===== config.mk =====
export PLATFORM = sky130hd
export DESIGN_NAME = fifo_wr_arbiter_flat
export DESIGN_NICKNAME = d
export VERILOG_FILES = /design/src/rtl/fifo_wr_arbiter_pkg.sv /design/src/rtl/fifo_wr_arbiter_if.sv /design/src/rtl/fifo_wr_arbiter_rr_pick.sv /design/src/rtl/fifo_wr_arbiter.sv /design/src/flat_wrapper.sv
export SDC_FILE = /design/constraint.sdc
export NUM_CORES = 1
export LEC_CHECK = 0
export BUFFER_PORTS_ARGS = -buffer_cell sky130_fd_sc_hd__buf_2
export CORE_MARGIN = 2
export CORE_UTILIZATION = 46
export DETAILED_ROUTE_END_ITERATION = 12
export GPL_TIMING_DRIVEN = 0
export PLACE_DENSITY = 0.87
export SYNTH_ARGS = -nofsm -noshare
export SYNTH_HDL_FRONTEND = slang
export SYNTH_SLANG_ARGS = --single-unit

===== constraint.sdc =====
create_clock -name clk -period 3.8 [get_ports clk]
set_input_delay 0.38 -clock clk [delete_from_list [all_inputs] [get_ports clk]]
set_output_delay 0.38 -clock clk [all_outputs]
set_load 0.01 [all_outputs]

===== src/rtl/fifo_wr_arbiter_pkg.sv =====
`default_nettype none
// ============================================================================
// Package  : fifo_arb_pkg
// Brief    : Shared constants, state encoding and helpers for fifo_wr_arbiter.
// Revision : 1.0  initial release
// ============================================================================
package fifo_arb_pkg;

   localparam int   NUM_REQ_MAX   = 8;
   localparam logic ARB_ST_EMPTY  = 1'b0;
   localparam logic ARB_ST_LOADED = 1'b1;

   typedef enum logic {
      ST_EMPTY  = ARB_ST_EMPTY,
      ST_LOADED = ARB_ST_LOADED
   } arb_state_t;

   function automatic int clog2(input int n);
      int r;
      r = 0;
      while ((1 << r) < n) r++;
      return r;
   endfunction

endpackage
`default_nettype wire


===== src/rtl/fifo_wr_arbiter_if.sv =====
`default_nettype none
// ============================================================================
// Interface : fifo_wr_arbiter_if
// Brief     : Producer valid/ready bundle plus FIFO write port of the arbiter.
// Revision  : 1.0  initial release
// ============================================================================
interface fifo_wr_arbiter_if #(
   parameter int NUM_REQ = 4,
   parameter int DW      = 8,
   parameter int IDW     = 2
);
   logic [NUM_REQ-1:0]    req_valid;
   logic [NUM_REQ*DW-1:0] req_data;
   logic [NUM_REQ-1:0]    req_ready;
   logic                  fifo_full;
   logic                  fifo_wr_en;
   logic [IDW+DW-1:0]     fifo_wr_data;

   modport master (
      input  req_valid, req_data, fifo_full,
      output req_ready, fifo_wr_en, fifo_wr_data
   );

   modport slave (
      output req_valid, req_data, fifo_full,
      input  req_ready, fifo_wr_en, fifo_wr_data
   );
endinterface
`default_nettype wire


===== src/rtl/fifo_wr_arbiter_rr_pick.sv =====
`default_nettype none
// ============================================================================
// Module   : rr_pick
// Brief    : Combinational round-robin picker: rotate by ptr, priority-encode, unrotate.
// Revision : 1.0  initial release
// ============================================================================
module rr_pick #(
   parameter int NUM_REQ = 4,
   parameter int IDW     = 2
) (
   input  wire  [NUM_REQ-1:0] req,
   input  wire  [IDW-1:0]     ptr,
   output logic [NUM_REQ-1:0] gnt,
   output logic [IDW-1:0]     idx
);
   logic [NUM_REQ-1:0] w_rot;
   logic [IDW-1:0]     w_off;
   logic               w_hit;

   always_comb begin
      w_rot = '0;
      for (int k = 0; k < NUM_REQ; k++) begin
         w_rot[k] = req[(int'(ptr) + k) % NUM_REQ];
      end

      // Scan downward so the lowest rotated position wins.
      w_off = '0;
      w_hit = 1'b0;
      for (int k = NUM_REQ - 1; k >= 0; k--) begin
         if (w_rot[k]) begin
            w_off = IDW'(k);
            w_hit = 1'b1;
         end
      end

      idx = IDW'((int'(w_off) + int'(ptr)) % NUM_REQ);
      gnt = w_hit ? (NUM_REQ'(1) << idx) : '0;
   end
endmodule
`default_nettype wire


===== src/rtl/fifo_wr_arbiter.sv =====
`default_nettype none
// ============================================================================
// Module   : fifo_wr_arbiter
// Brief    : Round-robin write arbiter feeding the FIFO through a one-entry tagged
//            output register. Optional per-producer grant counters: FIFO_ARB_STATS_EN.
// Revision : 1.0  initial release
// ============================================================================
module fifo_wr_arbiter
   import fifo_arb_pkg::*;
#(
   parameter int NUM_REQ = 4,
   parameter int DW      = 8,
   parameter int IDW     = 2
) (
   input  wire               clk,
   input  wire               rst,
   input  wire               ena,
   fifo_wr_arbiter_if.master bus,
   output logic              idle
`ifdef FIFO_ARB_STATS_EN
   ,
   output logic [NUM_REQ*8-1:0] grant_cnt
`endif
);
   generate
      if (NUM_REQ < 2 || NUM_REQ > NUM_REQ_MAX || IDW < clog2(NUM_REQ)) begin : g_param_check
         $error("fifo_wr_arbiter: illegal NUM_REQ/IDW combination");
      end
   endgenerate

   arb_state_t          r_state;
   arb_state_t          w_state_nxt;
   logic [IDW+DW-1:0]   r_out;
   logic [IDW-1:0]      r_rr_ptr;
   logic [NUM_REQ-1:0]  w_gnt;
   logic [NUM_REQ-1:0]  w_ready;
   logic [IDW-1:0]      w_idx;
   logic [DW-1:0]       w_sel_data;
   logic                w_wr_en;
   logic                w_grant_ok;
   logic                w_xfer;

   rr_pick #(
      .NUM_REQ (NUM_REQ),
      .IDW     (IDW)
   ) u_pick (
      .req (bus.req_valid),
      .ptr (r_rr_ptr),
      .gnt (w_gnt),
      .idx (w_idx)
   );

   always_ff @(posedge clk) begin
      if (rst) r_state <= ST_EMPTY;
      else     r_state <= w_state_nxt;
   end

   // Reset also masks grants and the strobe so nothing moves while it is held.
   always_comb begin
      w_wr_en     = !rst && (r_state == ST_LOADED) && !bus.fifo_full;
      w_grant_ok  = ena && !rst && ((r_state == ST_EMPTY) || w_wr_en);
      w_ready     = w_grant_ok ? w_gnt : '0;
      w_xfer      = |(bus.req_valid & w_ready);
      w_state_nxt = r_state;
      if (w_xfer)       w_state_nxt = ST_LOADED;
      else if (w_wr_en) w_state_nxt = ST_EMPTY;
   end

   always_comb begin
      w_sel_data = '0;
      for (int i = 0; i < NUM_REQ; i++) begin
         if (w_gnt[i]) w_sel_data = bus.req_data[i*DW +: DW];
      end
   end

   always_ff @(posedge clk) begin
      if (rst) begin
         r_out    <= '0;
         r_rr_ptr <= '0;
      end else if (w_xfer) begin
         r_out    <= {w_idx, w_sel_data};
         r_rr_ptr <= (w_idx == IDW'(NUM_REQ - 1)) ? '0 : w_idx + 1'b1;
      end
   end

   assign bus.req_ready    = w_ready;
   assign bus.fifo_wr_en   = w_wr_en;
   assign bus.fifo_wr_data = r_out;
   assign idle             = rst || ((r_state == ST_EMPTY) && !(|bus.req_valid));

`ifdef FIFO_ARB_STATS_EN
   for (genvar g = 0; g < NUM_REQ; g++) begin : g_stats
      logic [7:0] r_cnt;
      always_ff @(posedge clk) begin
         if (rst)                                   r_cnt <= '0;
         else if (w_xfer && w_gnt[g] && r_cnt != 8'hFF) r_cnt <= r_cnt + 8'd1;
      end
      assign grant_cnt[g*8 +: 8] = r_cnt;
   end
`endif

endmodule
`default_nettype wire


===== src/flat_wrapper.sv =====
// flat-port wrapper written by rule: the top's interface ports become plain ports
module fifo_wr_arbiter_flat import fifo_arb_pkg::*;
#(
   parameter int NUM_REQ = 4,
   parameter int DW      = 8,
   parameter int IDW     = 2
)
  (clk, rst, ena, idle, bus_req_valid, bus_req_data, bus_fifo_full, bus_req_ready, bus_fifo_wr_en, bus_fifo_wr_data);
  fifo_wr_arbiter_if #(.NUM_REQ(NUM_REQ), .DW(DW), .IDW(IDW)) bus_i ();
  input  wire clk;
  input  wire rst;
  input  wire ena;
  output logic idle;
  input wire logic [$bits(bus_i.req_valid)-1:0] bus_req_valid;
  input wire logic [$bits(bus_i.req_data)-1:0] bus_req_data;
  input wire logic [$bits(bus_i.fifo_full)-1:0] bus_fifo_full;
  output wire logic [$bits(bus_i.req_ready)-1:0] bus_req_ready;
  output wire logic [$bits(bus_i.fifo_wr_en)-1:0] bus_fifo_wr_en;
  output wire logic [$bits(bus_i.fifo_wr_data)-1:0] bus_fifo_wr_data;
  assign bus_i.req_valid = bus_req_valid;
  assign bus_i.req_data = bus_req_data;
  assign bus_i.fifo_full = bus_fifo_full;
  assign bus_req_ready = bus_i.req_ready;
  assign bus_fifo_wr_en = bus_i.fifo_wr_en;
  assign bus_fifo_wr_data = bus_i.fifo_wr_data;
  fifo_wr_arbiter #(.NUM_REQ(NUM_REQ), .DW(DW), .IDW(IDW)) u_core (.clk(clk), .rst(rst), .ena(ena), .bus(bus_i), .idle(idle));
endmodule

==> results.md, run 1 <==
- Status: finished, final reports clean
- WP data arrival: about 3.2 ns
- Layout filler cell count: ~240
- Area delta synth->final: 35.9%
- Fin crit period: 3.58 ns
- Setup TNS: 0 ns
- DR vias/cell: between 5 and 6
- Cts hold-fix bufs: 0
- IO buf count: 54
- Crit end category: output pin
- Clk root buf: clkbuf_4
- Cells after synthesis: 165
- Setup ws final: 0.217 ns
- Synth Net Count: between 200 and 250
- Mapped Avg Cell Area: 7.15 um2
- Combinational Power Share: between 50% and 60%
- Hold crit path type: input port to flip-flop
- Dpl hpwl: roughly 2.5 mm
- Drt total wl: 3.51 mm
- Initial Util: 48.1%
- Clock power frac: between 10% and 20%
- Net Switching: about 220 uW
- Clock Sinks: 13
- Distinct cells, synth: 40
- Setup Skew: 0.00238 ns
- Die width: between 50 and 60 um
- Reg clk slew, reported paths: 0.08 ns
- Final Cycle Share: 94.3%
- Vias: about 1400
- Unrepaired setup endpoints after global routing: no
- Antenna Violating Nets Remaining: 0
- # IOs: 56
- Most frequent cells in the layout: buf_2 (59), nor2_1 (18), inv_1 (13), nand2_1 (13), dfxtp_1 (13)
- Pre-CTS WS: -0.174 ns
- Sw frac: ~41%
- First-pass DRT Iterations: 4
- First-pass GRT wire length: ~5.2 mm
- Relative slew slack: roughly three fifths
- Row cnt: 18
- Pins Over Slew Limit: 0
- Max-cap violations: 0
- TritonCTS Buffers: 3
- Synthesized area: around 0.0012 mm2
- Antenna violations before repair: 0
- Die footprint: 0.00299 mm2
- GR Layer Usage met1: a little under 30%
- Crit path required time: between 3 and 4 ns
- VDD IR-drop max: 233 uV
- CP startpoint kind: flip-flop
- Met3 Track Usage GR: about 5.7%
- Total design power: 526 uW
- Yosys warnings: 0
- Pwr dens: 328 mW/mm2
- Slew @ Worst Pin: 0.566 ns
- Fmax: roughly 280 MHz
- Commonest non-fill, non-tap cell in the layout: buf_2
- Multi-input gate area in the final layout: between 800 and 900 um2
- Clk_lat worst skew: ~0.29 ns
- Storage element area: 260 um2
- Routed length per placed instance: 13.7 um
- Leak Pwr: around 0.78 nW
- CTS max path bufs: 2
- CTS H-tree lvls: 1
- Initial DRC count: 52
- Layout net count: 270
- #FFs+latches synth: 13
- CTS tree: yes
- Internal power: around 310 uW
- EDFF count, synth: 0
- Gr busiest metal: met2
- Routability cong.: just over 0.8
- Final setup fails: 0
- Core area: between 0.002 and 0.0025 mm2
- # diodes: 0
- DRC viols: 0
- Asr flop ratio synth: 0%
- Synth Flop Type: dfxtp_1
- Register area share after synthesis: 22.1%
- Largest net degree at the start of global routing: 11
- Die H: about 55 um
- GR Layer Usage met2: roughly two fifths
- Total track usage: about 24%
- GR Overflow Total: 0
- Hold Fails Final Rpt: 0
- Critical path class: flip-flop to output pin
- Vias in the first global route: between 1000 and 1500
- Layout cell share with drive strength beyond 1: around 34%
- Crit-path max FO: 10
- Sequential power share: between 20 and 30%
repair_timing:
action                     4_1_cts  5_1_grt
gates resized for setup          3       12
setup buffers                    1        1
setup endpoints to repair       12       15
pin swaps                        1        2
cloned                           0        1
critical path, cell delays in order (launching register included):
cell,delay [ns]
dfxtp_1,0.34
buf_2,0.19
or2_1,0.25
mux2_2,0.26
o2111ai_1,0.17
ha_1,0.19
buf_6,0.15
xor2_4,0.20
xnor2_2,0.11
ha_1,0.22
inv_1,0.19
clkbuf_1,0.39
nor2_1,0.10
buf_2,0.15
cell usage after synthesis, types with 7 or more instances:
library cell / count / area share [%]
nor2_1: 18 / 5.7
dfxtp_1: 13 / 22
inv_1: 13 / 4.1
nand2_1: 13 / 4.1
a21oi_1: 11 / 4.7
and3_1: 11 / 5.8
o21ai_0: 9 / 3.8
nand3_1: 8 / 3.4
o21a_1: 8 / 5.1
o221ai_1: 8 / 5.9
buf_2: 7 / 3.0
final timing paths:
check / end / cells after the start / slack [ns] / start
setup reg to reg: u_core.bus.fifo_wr_data[9]$_SDFFE_PP0P_ / 16 / 0.26 / u_core.r_rr_ptr[0]$_SDFFE_PP0P_
hold / removal: u_core.bus.fifo_wr_data[3]$_SDFFE_PP0P_ / 2 / 0.32 / rst
hold reg to reg: u_core.bus.fifo_wr_data[8]$_SDFFE_PP0P_ / 2 / 0.50 / u_core.bus.fifo_wr_data[8]$_SDFFE_PP0P_
setup / recovery: bus_req_ready[2] / 13 / 0.22 / u_core.r_rr_ptr[0]$_SDFFE_PP0P_
per-layer routing:
| metal | vias to the layer above | routed length, um |
|---|---|---|
| met5 | - | 0 |
| met4 | 0 | 70 |
| met3 | 11 | 351 |
| met2 | 76 | 1610 |
| met1 | 636 | 1480 |
| li1 | 726 | - |
power by group through the flow:
stage | clock (mW) | combinational, mW | sequential [mW]
6_report | 0.0912 | 0.278 | 0.157
4_1_cts | 0.0911 | 0.251 | 0.156
2_1_floorplan | 0 | 0.167 | 0.163
3_5_place_dp | 0 | 0.245 | 0.159
3_3_place_gp | 0 | 0.240 | 0.158
5_1_grt | 0.0980 | 0.308 | 0.159
area by class of cell:
type	instances	area share, %
Multi-Input combinational cell	127	53.4
Timing Repair Buffer	57	18.3
Sequential cell	13	16.2
Buffer	12	4.99
Inverter	13	3.04
Tap cell	30	2.34
Clock buffer	4	1.64
metrics by stage:
stage	utilization (%)	instance area, um2	cells	hold WS, ns
floorplan	-	1180	165	0.449
global placement	60.6	1490	249	0.464
detailed placement	60.6	1490	249	0.481
CTS	62.5	1530	254	0.324
global route	65.3	1600	256	0.331
finish	65.3	1600	256	0.324
cell families after synthesis:
logic type | synth area share [%]
flops | 22.1
mux | 5.30
buf+inv | 9.33
simple gates | 28.8
compound gates | 29.8
xor+xnor | 1.48
fa+ha+maj | 3.18
flip-flops by register name, summed over array words and instances, names as in the netlist:
register,count
u_core.bus.fifo_wr_data,10
u_core.r_state,1
u_core.r_rr_ptr,2
Power figures use the tool's default switching activity.
==> run 2: changes to the inputs <==
--- a/config.mk
+++ b/config.mk
@@ -5,12 +5,14 @@
 export SDC_FILE = /design/constraint.sdc
 export NUM_CORES = 1
 export LEC_CHECK = 0
+export ABC_AREA = 1
 export BUFFER_PORTS_ARGS = -buffer_cell sky130_fd_sc_hd__buf_2
 export CORE_MARGIN = 2
-export CORE_UTILIZATION = 46
+export CORE_UTILIZATION = 49
+export CTS_BUF_LIST = sky130_fd_sc_hd__clkbuf_8 sky130_fd_sc_hd__clkbuf_16
 export DETAILED_ROUTE_END_ITERATION = 12
 export GPL_TIMING_DRIVEN = 0
-export PLACE_DENSITY = 0.87
+export PLACE_DENSITY = 0.89
 export SYNTH_ARGS = -nofsm -noshare
 export SYNTH_HDL_FRONTEND = slang
 export SYNTH_SLANG_ARGS = --single-unit
==> run 2 against run 1 <==
Compared with the run above: die area is 9.3% higher; setup slack improved by 0.12 ns; area after synthesis grew 17%; non-clock buffer count down 7; combinational power grew to 4.0 times the previous value; wire length decreased by 5.4%; fmax is 3.5% higher; first-iteration DRC count is 75% higher; critical path depth is 11 higher; critical path type is now flip-flop to flip-flop; largest cell class unchanged; highest routed layer unchanged.
==> results.md, run 2 <==
- Hold Fails Final Rpt: 0
- Clk root buf: clkbuf_8
- Die width: approximately 57 um
- Clock power frac: about 8.3%
- Largest net degree at the start of global routing: 11
- Simple-gate area share of the yosys netlist: between 60 and 70%
- Max reg flops: 10
- Final setup fails: 0
- Synth Flop Type: dfxtp_1
- Initial DRC count: about 90
- Relative slew slack: 70.8%
- XOR/XNOR share of the synthesized area: 0.633%
- Final Cell Area: around 0.0017 mm2
- Vias: between 1500 and 2000
- Sw frac: approximately 54%
- Max-cap violations: 0
- Hold crit path type: input port to flip-flop
- TritonCTS Buffers: 3
- Core area: approximately 0.0027 mm2
- Crit end category: flip-flop
- Critical path class: flip-flop to flip-flop
- Unrepaired setup endpoints after global routing: no
- # diodes: 0
- Register area share after synthesis: 18.8%
- Crit-path max FO: 10
- IO buf count: 55
- Leak Pwr: 1.02 nW
- Dpl cell area: 0.00170 mm2
- Cells taking the most area after synthesis: nand2_1 (22%), dfxtp_1 (19%), nor2_1 (13%), nand4_1 (8.1%), inv_1 (7.6%)
- CTS max path bufs: 2
- Count leader, synth: nand2_1
- Mapped Avg Cell Area: ~5.8 um2
- Cts hold-fix bufs: 0
- Layout net count: around 340
- GR Overflow Total: 0
- Sequential power share: 13.9%
- Routed length per placed instance: 10.1 um
- Synthesized area: around 0.0014 mm2
- Die H: about 57 um
- Area share of the largest cell type after synthesis: between 20% and 30%
- Multiplexer area fraction after synthesis: 0%
- DR vias/cell: slightly above 5
- Total design power: 1.43 mW
- WP data arrival: roughly 3.6 ns
- Asr flop ratio synth: 0%
- Post_cts resized: 0
- Total track usage: 21.2%
- First-pass DRT Iterations: 4
- First-pass GRT wire length: around 5.6 mm
- Synth top cells by count: nand2_1 (82), nor2_1 (47), inv_1 (28), nand4_1 (18), dfxtp_1 (13)
- Die footprint: ~0.0033 mm2
- Distinct cells, synth: 26
- Layout cell share with drive strength beyond 1: 29.8%
- # IOs: 56
- Post-Synth Adder-Cell Area: ~2.7%
- Combinational family with the most area after synthesis: simple AND/OR/NAND/NOR gates
- Reg clk slew, reported paths: roughly 0.05 ns
- Final Cycle Share: 91.1%
- EDFF count, synth: 0
- Pins Over Slew Limit: 0
- Antenna violations before repair: 0
- Combinational Power Share: just under 80%
- Status: finished, final reports clean
- Drt total wl: 3.32 mm
- Crit path required time: 3.94 ns
- Yosys warnings: 0
- Setup TNS: 0 ns
- Row cnt: 19
- Commonest non-fill, non-tap cell in the layout: nand2_1
- Pre-CTS WS: 0.333 ns
- Vias in the first global route: approximately 1400
- Cells after synthesis: 240
- Net Switching: 767 uW
- CP startpoint kind: flip-flop
- Dpl hpwl: ~2.7 mm
- Most frequent cells in the layout: nand2_1 (82), buf_2 (56), nor2_1 (47), inv_1 (29), nand4_1 (18)
- Layout filler cell count: roughly 260
- Pwr dens: 819 mW/mm2
- Routability cong.: just over 0.9
- Synth Area in Compound Gates: around 2.4%
- CTS tree: yes
- #FFs+latches synth: 13
- Internal power: roughly 660 uW
- Slew @ Worst Pin: between 0.4 and 0.5 ns
- Fmax: a little under 300 MHz
- # Post-CTS Setup Buffers: 0
- Initial Util: 51.0%
- Setup Skew: around 0.0027 ns
- Clock Sinks: 13
- Setup ws final: around 0.34 ns
- Antenna Violating Nets Remaining: 0
- Clk_lat worst skew: 0.24 ns
- Synth Net Count: approximately 280
- Area delta synth->final: 26.0%
- VDD IR-drop max: 504 uV
- DRC viols: 0
- Dominant cell type by area after synthesis: nand2_1
- Fin crit period: 3.46 ns
- CTS H-tree lvls: 1
run 2: cell types whose count changed in the layout (fill, tap and decap cells not counted), moves of 11 or more:
cell and change:
a21oi_1 -11, nand4_1 +18, nor2_1 +29, nand2_1 +69
and3_1 -11, inv_1 +16
run 2: layout make-up:
type / instances / area [um2] / area share (%)
plain buffers: 7 / 53.8 / 3.09
clock buffers: 3 / 41.3 / 2.37
clock inverters: 1 / 3.75 / 0.216
inverters: 33 / 129 / 7.40
multi-input cells: 187 / 940 / 54.0
flip-flops and latches: 13 / 260 / 14.9
well taps: 31 / 38.8 / 2.23
repair buffers: 55 / 275 / 15.8
run 2: critical path, cell delays in order, from the launching register on:
cell	delay, ns
dfxtp_1	0.35
buf_6	0.16
inv_6	0.05
nand2_1	0.05
nand2_1	0.07
nand2_1	0.08
nand2_2	0.07
a31oi_1	0.16
nor2_1	0.07
ha_1	0.19
xnor2_1	0.31
inv_1	0.17
nand2_8	0.14
nand2_2	0.10
inv_1	0.09
ha_1	0.14
nand2_1	0.19
nor2_1	0.22
a22o_1	0.19
inv_2	0.10
nand3_4	0.10
buf_6	0.14
nand2_1	0.05
nor2_1	0.14
nor2_1	0.05
run 2: per-layer routing:
| layer | share of wire, % | track usage (%) | vias up | wire [um] |
|---|---|---|---|---|
| met5 | 0 | 0 | - | 0 |
| met4 | 0.54 | 4.32 | 0 | 18 |
| met3 | 6.8 | 4.31 | 5 | 225 |
| met2 | 51 | 38.4 | 61 | 1690 |
| met1 | 42 | 25.9 | 731 | 1390 |
| li1 | - | - | 864 | - |
run 2: per-stage QoR:
step                utilization [%]  instances  hold slack (ns)
floorplan                         -        240            0.442
global placement               62.6        326            0.463
detailed placement             62.6        326            0.473
CTS                            64.3        330            0.314
global route                   64.3        330            0.320
finish                         64.3        330            0.317
run 2: worst paths after layout:
kind                                      startpoint                                       to  slack (ns)  cells past startpoint
max                  u_core.r_rr_ptr[0]$_SDFFE_PP0P_  u_core.bus.fifo_wr_data[3]$_SDFFE_PP0P_        0.34                     24
min                                              rst  u_core.bus.fifo_wr_data[8]$_SDFFE_PP0P_        0.32                      2
max reg2reg          u_core.r_rr_ptr[0]$_SDFFE_PP0P_  u_core.bus.fifo_wr_data[3]$_SDFFE_PP0P_        0.34                     24
min reg2reg  u_core.bus.fifo_wr_data[9]$_SDFFE_PP0P_  u_core.bus.fifo_wr_data[9]$_SDFFE_PP0P_        0.49                      2
run 2: cell families after synthesis:
logic type,count (synthesis)
compound gates,5
xor+xnor,1
fa+ha+maj,3
buf+inv,40
flops,13
simple gates,178
run 2: power groups by stage:
stage	logic [mW]	clock network, mW	registers, mW
after floorplan	0.870	0	0.214
after global placement	1.09	0	0.199
after detailed placement	1.11	0	0.201
after CTS	1.12	0.121	0.198
after global routing	1.26	0.128	0.202
final	1.11	0.119	0.198
==> run 3: changes to the inputs <==
--- a/config.mk
+++ b/config.mk
@@ -8,11 +8,11 @@
 export ABC_AREA = 1
 export BUFFER_PORTS_ARGS = -buffer_cell sky130_fd_sc_hd__buf_2
 export CORE_MARGIN = 2
-export CORE_UTILIZATION = 49
+export CORE_UTILIZATION = 40
 export CTS_BUF_LIST = sky130_fd_sc_hd__clkbuf_8 sky130_fd_sc_hd__clkbuf_16
 export DETAILED_ROUTE_END_ITERATION = 12
 export GPL_TIMING_DRIVEN = 0
-export PLACE_DENSITY = 0.89
+export PLACE_DENSITY = 0.76
 export SYNTH_ARGS = -nofsm -noshare
 export SYNTH_HDL_FRONTEND = slang
 export SYNTH_SLANG_ARGS = --single-unit
==> run 3 against run 2 <==
Compared with the run above: sequential share of layout area fell by 0.16 points; clock skew fell by 0.0011 ns; clock power barely moved; sequential power barely moved; first-iteration DRC count fell by 34%; die area rose by 21%; count of clock-buffer cells in the layout did not move; combinational power barely moved; fmax fell by 0.48%; flip-flop and latch count did not move; critical endpoint is now u_core.bus.fifo_wr_data[1]$_SDFFE_PP0P_; largest cell class unchanged; highest routed layer unchanged.
==> results.md, run 3 (synthesis results as in run 2) <==
- Cts hold-fix bufs: 0
- Row cnt: 21
- Initial DRC count: 60
- CTS tree: yes
- Area delta synth->final: 27.3%
- WP data arrival: roughly 3.6 ns
- CP startpoint kind: flip-flop
- IO buf count: 55
- Antenna Violating Nets Remaining: 0
- WHS: 0.323 ns
- Layout cell share with drive strength beyond 1: approximately 30%
- Fin crit period: between 3 and 4 ns
- Drt total wl: 3.50 mm
- Dpl hpwl: 2.91 mm
- Core area: approximately 0.0033 mm2
- Hold wc startpoint: rst
- GR Overflow Total: 0
- Clk_lat worst skew: 0.24 ns
- Antenna violations before repair: 0
- Setup TNS: 0 ns
- Slew @ Worst Pin: 0.408 ns
- Total track usage: between 15 and 20%
- Die footprint: ~0.004 mm2
- Hold Fails Final Rpt: 0
- Hold crit path type: input port to flip-flop
- Critical path launch point: u_core.r_rr_ptr[0]$_SDFFE_PP0P_
- CTS max path bufs: 2
- Most frequent cells in the layout: nand2_1 (82), buf_2 (56), nor2_1 (47), inv_1 (29), nand4_1 (18)
- Initial Util: between 40% and 50%
- Commonest non-fill, non-tap cell in the layout: nand2_1
- Final setup fails: 0
- Largest net degree at the start of global routing: 11
- Vias: 1625
- Pins Over Slew Limit: 0
- First-pass DRT Iterations: 4
- Crit path required time: roughly 3.9 ns
- Crit end category: flip-flop
- Routed length per placed instance: 10.2 um
- Status: finished, final reports clean
- Clk root buf: clkbuf_8
- Leak Pwr: ~1.0 nW
- Reg clk slew, reported paths: around 0.050 ns
- Fmax: approximately 290 MHz
- Max-cap violations: 0
- TritonCTS Buffers: 3
- R2R Path Start: u_core.r_rr_ptr[0]$_SDFFE_PP0P_
- DR vias/cell: 4.71
- Final Cell Area: about 0.0018 mm2
- Die width: between 60 and 70 um
- VDD IR-drop max: approximately 370 uV
- Setup Skew: 0.00160 ns
- Pwr dens: roughly 820 mW/mm2
- CTS H-tree lvls: 1
- Post_cts resized: 0
- # IOs: between 50 and 60
- Dpl cell area: around 0.0017 mm2
- Relative slew slack: 72.8%
- Cell depth of the worst flop-to-flop path: 24
- # Post-CTS Setup Buffers: 0
- Critical path class: flip-flop to flip-flop
- First-pass GRT wire length: between 6 and 7 mm
- Clock Sinks: 13
- # diodes: 0
- Layout net count: approximately 340
- Max reg flops: 10
- DRC viols: 0
- Vias in the first global route: approximately 1600
- Hold path depth: 2
- Crit-path max FO: 10
- Unrepaired setup endpoints after global routing: no
- Die H: between 60 and 70 um
- Routability cong.: ~0.83
- Final Cycle Share: 91.5%
==> run 3: cell counts in the layout (fill, tap and decap cells not counted) <==
Identical to the previous run, type by type.
==> run 3: per-layer routing <==
layer / share of wire, % / vias to the layer above / GRT usage (%)
met3: 4.9 / 7 / 4.14
met1: 43 / 706 / 23.2
met4: 1.5 / 0 / 6.39
met2: 50 / 45 / 34.7
met5: 0 / - / 0
li1: - / 867 / -
==> run 3: worst paths after layout <==
check | endpoint | slack (ns)
setup reg to reg | u_core.bus.fifo_wr_data[1]$_SDFFE_PP0P_ | 0.32
hold / removal | u_core.bus.fifo_wr_data[8]$_SDFFE_PP0P_ | 0.32
setup / recovery | u_core.bus.fifo_wr_data[1]$_SDFFE_PP0P_ | 0.32
hold reg to reg | u_core.bus.fifo_wr_data[9]$_SDFFE_PP0P_ | 0.49
==> run 3: critical path, cell delays in order (launching register included) <==
cell	delay [ns]
dfxtp_1	0.34
buf_6	0.15
inv_6	0.05
nand2_1	0.05
nand2_1	0.08
nand2_1	0.08
nand2_2	0.07
a31oi_1	0.14
nor2_1	0.06
ha_1	0.18
xnor2_1	0.29
inv_1	0.17
nand2_8	0.14
nand2_2	0.10
inv_1	0.10
ha_1	0.14
nand2_1	0.19
nor2_1	0.23
a22o_1	0.19
inv_2	0.11
nand3_4	0.11
buf_6	0.14
nand2_1	0.05
nor2_1	0.13
nor2_1	0.06
==> run 3: metrics by stage <==
step / std cells / power [mW] / setup WS [ns] / util, %
global placement: 341 / 1.30 / 0.310 / 51.4
CTS: 345 / 1.45 / 0.318 / 52.8
global route: 345 / 1.61 / 0.00630 / 52.8
detailed placement: 341 / 1.33 / 0.327 / 51.4
floorplan: 240 / 1.08 / 0.741 / -
finish: 345 / 1.44 / 0.322 / 52.8
==> run 3: cell type report <==
class,count,area [um2]
Sequential cell,13,260
Multi-Input combinational cell,187,940
Clock buffer,3,41.3
Tap cell,46,57.6
Inverter,33,129
Buffer,7,53.8
Timing Repair Buffer,55,275
Clock inverter,1,3.75
Fill cell,364,1580
==> run 3: power breakdown <==
| group | internal [mW] | switching [mW] | total (mW) |
|---|---|---|---|
| Clock | 0.0713 | 0.0486 | 0.120 |
| Sequential | 0.178 | 0.0201 | 0.198 |
| Combinational | 0.411 | 0.709 | 1.12 |
